**config.mk**
```make
export PLATFORM = sky130hd
export DESIGN_NAME = csr_file
export DESIGN_NICKNAME = d
export VERILOG_FILES = /design/src/rtl/csr_file.sv
export SDC_FILE = /design/constraint.sdc
export NUM_CORES = 1
export LEC_CHECK = 0
export ABC_AREA = 1
export CORE_MARGIN = 2
export CORE_UTILIZATION = 39
export DETAILED_ROUTE_END_ITERATION = 10
export PLACE_DENSITY = 0.85
export RECOVER_POWER = 50
export SETUP_SLACK_MARGIN = 0.05
export SYNTH_ARGS = -nofsm -noshare
export SYNTH_HDL_FRONTEND = slang
export SYNTH_SLANG_ARGS = --single-unit
```
**constraint.sdc**
```tcl
create_clock -name clock -period 1.8 [get_ports clock]
set_input_delay 0.36 -clock clock [delete_from_list [all_inputs] [get_ports clock]]
set_output_delay 0.36 -clock clock [all_outputs]
set_load 0.02 [all_outputs]
```
**src/rtl/csr_file.sv**
```systemverilog
// Machine-mode CSR file: registered CSR writes under a valid/ready handshake, combinational reads,
// and the ecall/mret side effects. Define CSR_MCYCLE_EN to implement the mcycle/mcycleh counter.
module csr_file #(
   parameter logic [31:0] MVENDORID = 32'h0000_0000,
   parameter logic [31:0] MARCHID   = 32'h0000_0000
) (
   input  logic        clock,
   input  logic        reset,
   input  logic        valid_pre_i,
   output logic        ready_pre_o,
   input  logic        csr_wena_i,
   input  logic [31:0] csr_waddr_i,
   input  logic [31:0] csr_wdata_i,
   input  logic [31:0] raddr_i,
   output logic [31:0] rdata_o,
   output logic        rerr_o,
   input  logic        ecall_i,
   input  logic [31:0] ecall_pc_i,
   input  logic        mret_i,
   output logic [31:0] trap_pc_o,
   output logic [31:0] mret_pc_o
);

   localparam logic [11:0] ADDR_MSTATUS   = 12'h300;
   localparam logic [11:0] ADDR_MTVEC     = 12'h305;
   localparam logic [11:0] ADDR_MEPC      = 12'h341;
   localparam logic [11:0] ADDR_MCAUSE    = 12'h342;
   localparam logic [11:0] ADDR_MVENDORID = 12'hF11;
   localparam logic [11:0] ADDR_MARCHID   = 12'hF12;
`ifdef CSR_MCYCLE_EN
   localparam logic [11:0] ADDR_MCYCLE    = 12'hB00;
   localparam logic [11:0] ADDR_MCYCLEH   = 12'hB80;
`endif

   logic        mie;
   logic        mpie;
   logic [31:2] mtvec;
   logic [31:2] mepc;
   logic [31:0] mcause;
   logic [31:0] mstatus_value;

   logic        fire;
   logic        wr_en;
   logic [11:0] waddr;
   logic        wr_mstatus;
   logic        wr_mtvec;
   logic        wr_mepc;
   logic        wr_mcause;

   // Trap events own the register file for their commit cycle, so the beat is stalled.
   assign ready_pre_o = reset & ~ecall_i & ~mret_i;
   assign fire        = valid_pre_i & ready_pre_o;
   assign wr_en       = fire & csr_wena_i & (csr_waddr_i[31:12] == 20'h0_0000);
   assign waddr       = csr_waddr_i[11:0];

   assign wr_mstatus = wr_en & (waddr == ADDR_MSTATUS);
   assign wr_mtvec   = wr_en & (waddr == ADDR_MTVEC);
   assign wr_mepc    = wr_en & (waddr == ADDR_MEPC);
   assign wr_mcause  = wr_en & (waddr == ADDR_MCAUSE);

   // MPP is hardwired to machine mode.
   assign mstatus_value = {19'b0, 2'b11, 3'b0, mpie, 3'b0, mie, 3'b0};

   assign trap_pc_o = {mtvec, 2'b00};
   assign mret_pc_o = {mepc, 2'b00};

   always_ff @(posedge clock) begin
      if (!reset) begin
         mie    <= 1'b0;
         mpie   <= 1'b0;
         mtvec  <= '0;
         mepc   <= '0;
         mcause <= '0;
      end else if (ecall_i) begin
         mepc   <= ecall_pc_i[31:2];
         mcause <= 32'd11;
         mpie   <= mie;
         mie    <= 1'b0;
      end else if (mret_i) begin
         mie    <= mpie;
         mpie   <= 1'b1;
      end else begin
         if (wr_mstatus) begin
            mie  <= csr_wdata_i[3];
            mpie <= csr_wdata_i[7];
         end
         if (wr_mtvec) begin
            mtvec <= csr_wdata_i[31:2];
         end
         if (wr_mepc) begin
            mepc <= csr_wdata_i[31:2];
         end
         if (wr_mcause) begin
            mcause <= csr_wdata_i;
         end
      end
   end

`ifdef CSR_MCYCLE_EN
   logic [31:0] mcycle;
   logic [31:0] mcycleh;
   logic        wr_mcycle;
   logic        wr_mcycleh;

   assign wr_mcycle  = wr_en & (waddr == ADDR_MCYCLE);
   assign wr_mcycleh = wr_en & (waddr == ADDR_MCYCLEH);

   // A write to either half freezes the whole counter for that cycle.
   always_ff @(posedge clock) begin
      if (!reset) begin
         mcycle  <= '0;
         mcycleh <= '0;
      end else if (wr_mcycle) begin
         mcycle <= csr_wdata_i;
      end else if (wr_mcycleh) begin
         mcycleh <= csr_wdata_i;
      end else begin
         {mcycleh, mcycle} <= {mcycleh, mcycle} + 64'd1;
      end
   end
`endif

   always_comb begin
      rdata_o = 32'h0;
      rerr_o  = 1'b0;
      if (raddr_i[31:12] != 20'h0_0000) begin
         rerr_o = 1'b1;
      end else begin
         case (raddr_i[11:0])
            ADDR_MSTATUS:   rdata_o = mstatus_value;
            ADDR_MTVEC:     rdata_o = {mtvec, 2'b00};
            ADDR_MEPC:      rdata_o = {mepc, 2'b00};
            ADDR_MCAUSE:    rdata_o = mcause;
            ADDR_MVENDORID: rdata_o = MVENDORID;
            ADDR_MARCHID:   rdata_o = MARCHID;
`ifdef CSR_MCYCLE_EN
            ADDR_MCYCLE:    rdata_o = mcycle;
            ADDR_MCYCLEH:   rdata_o = mcycleh;
`endif
            default:        rerr_o  = 1'b1;
         endcase
      end
   end

   // The low PC bits are always discarded since mepc is word aligned.
   logic unused_ecall_pc;
   assign unused_ecall_pc = ^ecall_pc_i[1:0];

endmodule
```
## Word-level counts from Yosys, hierarchy flattened

Index checks and enable logic that the tools add are counted.

| operators by class | value |
|---|---|
| shift-type cells | 0 |
| bitwise logic cells | 12 |
| multipliers | 0 |
| reductions and logical operators | 12 |
| divide/modulo/power cells | 0 |
| equality and inequality tests | 11 |
| mux-type cells | 15 |
| add/sub/neg operators | 0 |
| order comparisons | 0 |

Operator list:

| cell | number |
|---|---|
| 32-bit one-hot mux with 4 select lines | 1 |
| 12-bit by 10-bit == test with 1-bit output, second input constant | 8 |
| 30-bit two-way mux | 3 |
| 32-bit two-way mux | 1 |
| 12-bit == test, second input constant | 2 |
| 20-bit zero test | 1 |
| 20-bit nonzero test | 1 |
| 4-bit two-way mux | 3 |
| 1-bit bitwise AND | 9 |
| 1-bit two-way mux | 7 |
| 2-bit AND reduction | 3 |
| 2-bit nonzero test | 3 |
| 6-bit OR reduction | 1 |
| 1-bit inverter | 3 |
| 3-bit AND reduction | 1 |
| 3-bit nonzero test | 1 |
| 2-bit inequality test, second input constant | 1 |
| 2-bit OR reduction | 1 |

| word-level totals | value |
|---|---|
| input port bits | 134 |
| bits in read-only memories | 0 |
| word-level logic and storage cells | 56 |
| flip-flop bits (word level) | 94 |
| output and inout bits | 98 |
| bits in writable memories | 0 |
| memories | 0 |
| bits in latches | 0 |

## Depth between registers and ports, before layout

Gate-level depths: netlist of run 1.

| depth | value |
|---|---|
| depth in word-level cells | 10 |
| depth in mapped cells | 11 |
| depth with buffers taken out | 11 |

## Least setup slack after synthesis of run 1

OpenSTA, ideal clock, no wires.

| timing | value |
|---|---|
| path kind | input to output |
| start point | in raddr_i[2] |
| end point | out rdata_o[0] |
| data required time | 1.440 ns |
| setup slack | -0.303 ns |
| arrival time | 1.743 ns |
| buffers on the path | 1 |
| cell stages on the path | 6 |
| cells stage by stage | inv_1 > nand2_1 > nor3_4 > nand3_2 > clkbuf_1 > nor3b_1 |

| on the way | value |
|---|---|
| word-level cells in the longest chain between the ends | 3 |
| elaborated cells on any way between the ends | 6 |
| those cells by class | eq/ne (4); mux (2) |

Ends and longest elaborated chain:

| item | RTL line | source |
|---|---|---|
| from (decl) | 14 | `input logic [31:0] raddr_i,` |
| 12-bit by 10-bit == test with 1-bit output | 129 | `case (raddr_i[11:0])` |
| 32-bit one-hot mux with 4 select lines (*) | 129 |  |
| 32-bit two-way mux (*) | 126 | `if (raddr_i[31:12] != 20'h0_0000) begin` |
| to (decl) | 15 | `output logic [31:0] rdata_o,` |

Mark *: on every way between the ends. The rest lies on a longest branch, timed or not.

## Final worst setup path of run 1

| timing | value |
|---|---|
| start point | in raddr_i[7] |
| end point | out rdata_o[2] |

The elaborated chain is that of the path after synthesis.

==> results by group, run 1 <==
Status
  • Status: complete, but fails checks
  • Failing checks: setup timing

Power
  • Power Density: 515 mW/mm²
  • Lkg Pwr: 4.02 nW
  • Peak VDD IR: 0.000379 V
  • Final Power: 4.83 mW

Placement
  • HPWL after DPL: 15.0 mm
  • Port Buf Inserts: 225
  • Dpl cells: 1306
  • Pre-CTS WS: -1.15 ns
  • Area after DPL: 0.00849 mm²
  • RePlAce Congestion: 0.892

Yosys
  • Synth Area in Compound Gates: 12.7%
  • Top cell type's share of synthesized area: 35.3%
  • Adder-cell share of the synthesized area: 0%
  • Syn. warnings: 0
  • Post-Synth Simple-Gate Area: 40.2%
  • Cells after Synth: 883
  • Largest family of logic cells by synthesized area: simple AND/OR/NAND/NOR gates
  • Seq cells post-synth: 94
  • Mean Syn Cell Area: 6.03 µm²
  • Post-synthesis xor/xnor area fraction: 0%
  • Synth top area cells: dfxtp_1 (35%), nor2_1 (18%), nand2_1 (9.9%)
  • Netlist cell types: 31
  • Post-synthesis mux area share: 0%
  • Synthesized cell area: 0.00533 mm²
  • Register area share after synthesis: 35.3%
  • Post-synth top area cell: dfxtp_1

Floorplanning
  • Die X: 121 µm
  • Die ar.: 0.0146 mm²
  • Die height: 121 µm
  • Rows: 42
  • Io pins: 232
  • Starting density of the core: 40.1%
  • Core ar.: 0.0133 mm²

Critical path
  • Required @ worst endpoint: 1.44 ns
  • Reg2reg path depth: 3
  • Crit path cell chain: buf_2 > nor2_1 > nand3_2 > nor2_4 > nand2_2 > nand2_4 > o21bai_4 > buf_12 > buf_12 > nor2_4 > buf_6
  • Setup CP Type: input port to output pin
  • Crit path arrival time: 1.78 ns
  • Worst Setup End Kind: output pin
  • Crit Path Max Fanout: 8
  • Critical-path top delay cell: nor2_4
  • Critical Path Source Type: input port
  • Crit-path max cell delay: 0.21 ns

CTS
  • Clock Root Buffer: clkbuf_16
  • Clock transition at path regs: 0.07 ns
  • Hold-fix buffers at CTS: 0
  • TritonCTS Buffers: 9
  • CTS Sinks: 94
  • H-Tree Depth: 3
  • Skew-Pair Late Insertion Delay: 0.34 ns
  • Longest Clk Path Bufs: 2
  • CTS tree: done

STA
  • Worst clock skew: 0.0000362 ns
  • Fin crit share: 119%
  • RSZ-0062 raised after global routing: yes
  • Setup-failing EPs final: 36
  • Final slew viol count: 0
  • Max Clock Freq: 467 MHz
  • Minimum clock period: 2.14 ns
  • Sum Neg Setup Slack: -9.50 ns
  • PnR worst setup slack: -0.342 ns
  • WHS: 0.490 ns
  • Final Hold Viols: 0

Drt
  • Routed vias: 7107
  • DR iter-0 viols: 713
  • DRC: 0
  • Routed wire length: 23.0 mm
  • Drt wl/cell: 17.1 µm
  • Final ANT Viol Nets: 0
  • Router iterations before antenna repair: 7
  • Vias per inst: 5.27

Final layout
  • Post-Layout Cell Count: 1348
  • Ant diodes: 0
  • Core Util, Final: 70.5%
  • Area delta synth->final: 76.0%
  • Post-layout nets: 1301
  • Post-route cell area: 0.00937 mm²
  • Share of post-route cells with drive strength above 1: 21.7%

Worst hold path
  • Hold depth: 2
  • HP Class: flip-flop to flip-flop

Global routing
  • Gr usage total: 28.2%
  • Antenna violations before repair: 0
  • Global-route wire length before repair: 32.5 mm
  • Vias in the first global route: 6555
  • Pin count of the biggest net entering global routing: 48
  • GR Overflow Total: 0

Job
  • Max cap viols: 0
[critical path, delay by kind of cell]
family	cells	cell delay, ns
AO/OA/AOI/OAI	1	0.09
buffers and inverters	4	0.56
AND/OR/NAND/NOR	6	0.77
[cell usage after synthesis, drive strengths merged]
master  number
a21oi       39
and2         2
buf         29
clkbuf      25
conb         1
dfxtp       94
inv         94
nand2      146
nand3       54
nand3b       2
nand4       26
nor2       263
nor3         8
nor3b        1
nor4         2
o21ai       95
o21bai       1
or2          1
[routing by layer]
metal / vias to the layer above / GRT usage, % / part of all wire [%]
met1: 3251 / 34.3 / 37
met2: 421 / 50.3 / 50
met5: - / 0 / 0
met3: 77 / 4.04 / 9.5
li1: 3358 / - / -
met4: 0 / 10.3 / 3.3
[kinds of logic (layout without fill, tap and decap cells)]
| kind of cell | after synthesis | in the layout |
|---|---|---|
| buf+inv | 148 | 434 |
| compound gates | 135 | 135 |
| flops | 94 | 94 |
| simple gates | 505 | 505 |
| other cells | 1 | 4 |
[sequential cells by signal (all words and copies together) (netlist names)]
register / flops
mie: 1
mepc: 30
mcause: 32
mtvec: 30
mpie: 1
[what timing repair did]
item | CTS | global route
setup endpoints to repair | 103 | 129
setup buffers | 15 | 8
pin swaps | 38 | 41
gates cloned | 1 | 7
resized for setup | 334 | 138
[placed cells by master, fill, tap and decap left out, drive strengths merged]
cell type,Yosys,routed
dfxtp,94,94
nand3,54,54
buf,29,129
nor4,2,2
nand3b,2,2
nand2,146,146
clkdlybuf4s15,0,14
or2,1,1
dlymetal6s2s,0,30
clkbuf,25,35
conb,1,4
a21oi,39,39
clkinvlp,0,1
nand4,26,26
and2,2,2
nor3b,1,1
o21bai,1,1
clkdlybuf4s50,0,115
clkinv,0,3
nor2,263,263
dlygate4sd3,0,3
inv,94,94
dlygate4sd2,0,10
nor3,8,8
o21ai,95,95
[report_power, final]
| part | leakage [nW] | switching (mW) | total, mW | internal (mW) |
|---|---|---|---|---|
| Combinational | 3.12 | 0.449 | 0.898 | 0.449 |
| Sequential | 0.764 | 0.0325 | 2.16 | 2.13 |
| Clock | 0.132 | 0.802 | 1.77 | 0.969 |
| Total | 4.02 | 1.28 | 4.83 | 3.54 |
[final cells by class]
| class | instances | area, µm² |
|---|---|---|
| clock buffer | 12 | 246 |
| inverter | 94 | 378 |
| timing repair buffer | 324 | 3300 |
| tap | 176 | 220 |
| fill | 1041 | 3920 |
| sequential | 94 | 1880 |
| multi-input combinational | 644 | 3320 |
| clock inverter | 4 | 22.5 |
[final timing paths]
check        startpoint    endpoint  slack (ns)
max          raddr_i[7]  rdata_o[2]       -0.34
min          mcause[17]  mcause[17]        0.49
max reg2reg     mepc[7]     mepc[7]        0.99
min reg2reg  mcause[17]  mcause[17]        0.49
Power figures use the tool's default switching activity.
==> inputs of run 2 (changes only) <==
Settings changed: CORE_ASPECT_RATIO from default to 1.5, CORE_UTILIZATION 39 to 46, PLACE_DENSITY 0.85 to 0.93.
Clock period 1.8 ns to 2.7 ns, I/O delays scaled along.
==> results by group, run 2 (synthesis results as in run 1) <==
Status
  • Status: completed

CTS
  • Hold-fix buffers at CTS: 0
  • H-Tree Depth: 3
  • Skew-Pair Late Insertion Delay: 0.33 ns
  • Clock Root Buffer: clkbuf_16
  • Longest Clk Path Bufs: 2
  • Clock transition at path regs: 0.06 ns
  • TritonCTS Buffers: 9
  • CTS Sinks: 94
  • CTS tree: done

Critical path
  • Setup CP Type: input port to output pin
  • Critical Path Source Type: input port
  • R2R Path End: mcause[9]
  • Crit path arrival time: 2.16 ns
  • Crit Path Max Fanout: 5
  • Reg2reg path depth: 2
  • Worst Setup End Kind: output pin
  • Worst R2R Start: mcause[9]
  • Reg2Reg Setup Slack: 1.83 ns
  • Required @ worst endpoint: 2.16 ns

Worst hold path
  • Hold depth: 2
  • Min-delay src: mcause[0]
  • HP Class: flip-flop to flip-flop
  • Hold EP: mcause[0]

Drt
  • Final ANT Viol Nets: 0
  • DRC: 0
  • Router iterations before antenna repair: 6
  • Routed wire length: 25.3 mm
  • Vias per inst: 5.82
  • Routed vias: 7524
  • Drt wl/cell: 19.6 µm
  • DR iter-0 viols: 1054

Floorplanning
  • Starting density of the core: 46.7%
  • Die X: 91.9 µm
  • Io pins: 232
  • Rows: 48
  • Die ar.: 0.0125 mm²
  • Core ar.: 0.0114 mm²
  • Die height: 136 µm

STA
  • Max Clock Freq: 371 MHz
  • Worst clock skew: 0.00108 ns
  • Final Hold Viols: 0
  • Minimum clock period: 2.70 ns
  • WHS: 0.483 ns
  • PnR worst setup slack: 0.00331 ns
  • Final slew viol count: 0
  • Fin crit share: 99.9%
  • RSZ-0062 raised after global routing: yes
  • Setup-failing EPs final: 0
  • Worst slew margin: 52.7%
  • Sum Neg Setup Slack: 0 ns
  • Least-Margin Pin Slew: 0.709 ns

Placement
  • Port Buf Inserts: 225
  • HPWL after DPL: 14.8 mm
  • Dpl cells: 1249
  • Pre-CTS WS: -0.625 ns
  • RePlAce Congestion: 0.872

Global routing
  • Vias in the first global route: 7117
  • Gr usage total: 37.0%
  • Antenna violations before repair: 0
  • Global-route wire length before repair: 36.0 mm
  • Pin count of the biggest net entering global routing: 43
  • GR Overflow Total: 0

Final layout
  • Post-Layout Cell Count: 1293
  • Largest regs: mcause x32, mepc x30, mtvec x30
  • Commonest non-fill, non-tap cell in the layout: nor2_1
  • Post-layout nets: 1273
  • Max reg flops: 32
  • Share of post-route cells with drive strength above 1: 18.7%
  • Ant diodes: 0
  • Most flops, register: mcause
  • Commonest cells after routing, fill and taps aside: nor2_1 (219), nand2_1 (133), clkdlybuf4s50_1 (98)
  • Area delta synth->final: 66.8%

Power
  • Lkg Pwr: 3.82 nW
  • Power Density: 371 mW/mm²
  • Peak VDD IR: 0.000387 V

Job
  • Max cap viols: 0
==> run 2: cell count changes in the layout (fill, tap and decap cells not counted), moves of 7 or more <==
| cell | delta |
|---|---|
| buf_2 | -7 |
| buf_6 | -17 |
| clkbuf_1 | -8 |
| clkbuf_2 | +16 |
| clkdlybuf4s15_1 | -12 |
| clkdlybuf4s50_1 | -17 |
| dlygate4sd2_1 | -8 |
| dlygate4sd3_1 | +58 |
| dlymetal6s2s_1 | -21 |
| nor2_2 | +11 |
| nor2_4 | -12 |
| o21ai_0 | +25 |
| o21ai_1 | -19 |
| o21ai_2 | -7 |
==> run 2: critical path, cell delays in order <==
cell and delay (ns):
clkbuf_2 0.09, inv_2 0.07, nand2_4 0.06, nor3_4 0.21, buf_6 0.16, nand3_4 0.13, nand2_4 0.17, o21bai_4 0.13
buf_12 0.17, buf_12 0.14, nor2_1 0.11, buf_4 0.16
==> run 2: worst max-delay path by stage <==
stage | slack (ns) | cells past startpoint | from | to
floorplan | 0.24 | 6 | raddr_i[2] | rdata_o[0]
global placement | -0.56 | 9 | raddr_i[9] | rdata_o[12]
detailed placement | -0.62 | 10 | raddr_i[7] | rdata_o[21]
CTS | 0.01 | 12 | raddr_i[5] | rdata_o[22]
global route | -0.04 | 12 | raddr_i[11] | rdata_o[14]
finish | 0.003 | 12 | raddr_i[5] | rdata_o[30]
==> run 2: timing repair <==
item                                    4_1_cts  5_1_grt
gates cloned                                  6        1
endpoints found under the hold margin         0        0
endpoints found under the setup margin       33       32
resized for setup                           278      127
setup buffers                                14        8
pin swaps                                    21       42
==> run 2: through the flow <==
stage	power, mW	util [%]	area, µm²
3_3_place_gp	2.00	69.2	7890
4_1_cts	3.25	75.3	8590
5_1_grt	3.38	77.9	8880
6_report	3.29	77.9	8880
2_1_floorplan	1.68	-	5340
3_5_place_dp	2.01	69.2	7890
==> run 2: area by class of cell <==
type	instances	area (µm²)
multi-input combinational	644	3180
timing repair buffer	296	2990
fill	712	2530
sequential	94	1880
inverter	94	360
clock buffer	10	229
tap	150	188
clock inverter	5	60.1
==> run 2: layer usage <==
metal  share of wire, %  wire, µm  global-route usage (%)
met1                 30      7600                    38.4
met2                 48     12200                    64.7
met4                 10      2650                    27.6
met5                  0         0                       0
met3                 11      2880                    8.24
==> run 2: where the power goes <==
group	internal, mW	switching [mW]
clock	0.717	0.559
sequential	1.42	0.0260
combinational	0.277	0.296
total	2.41	0.881
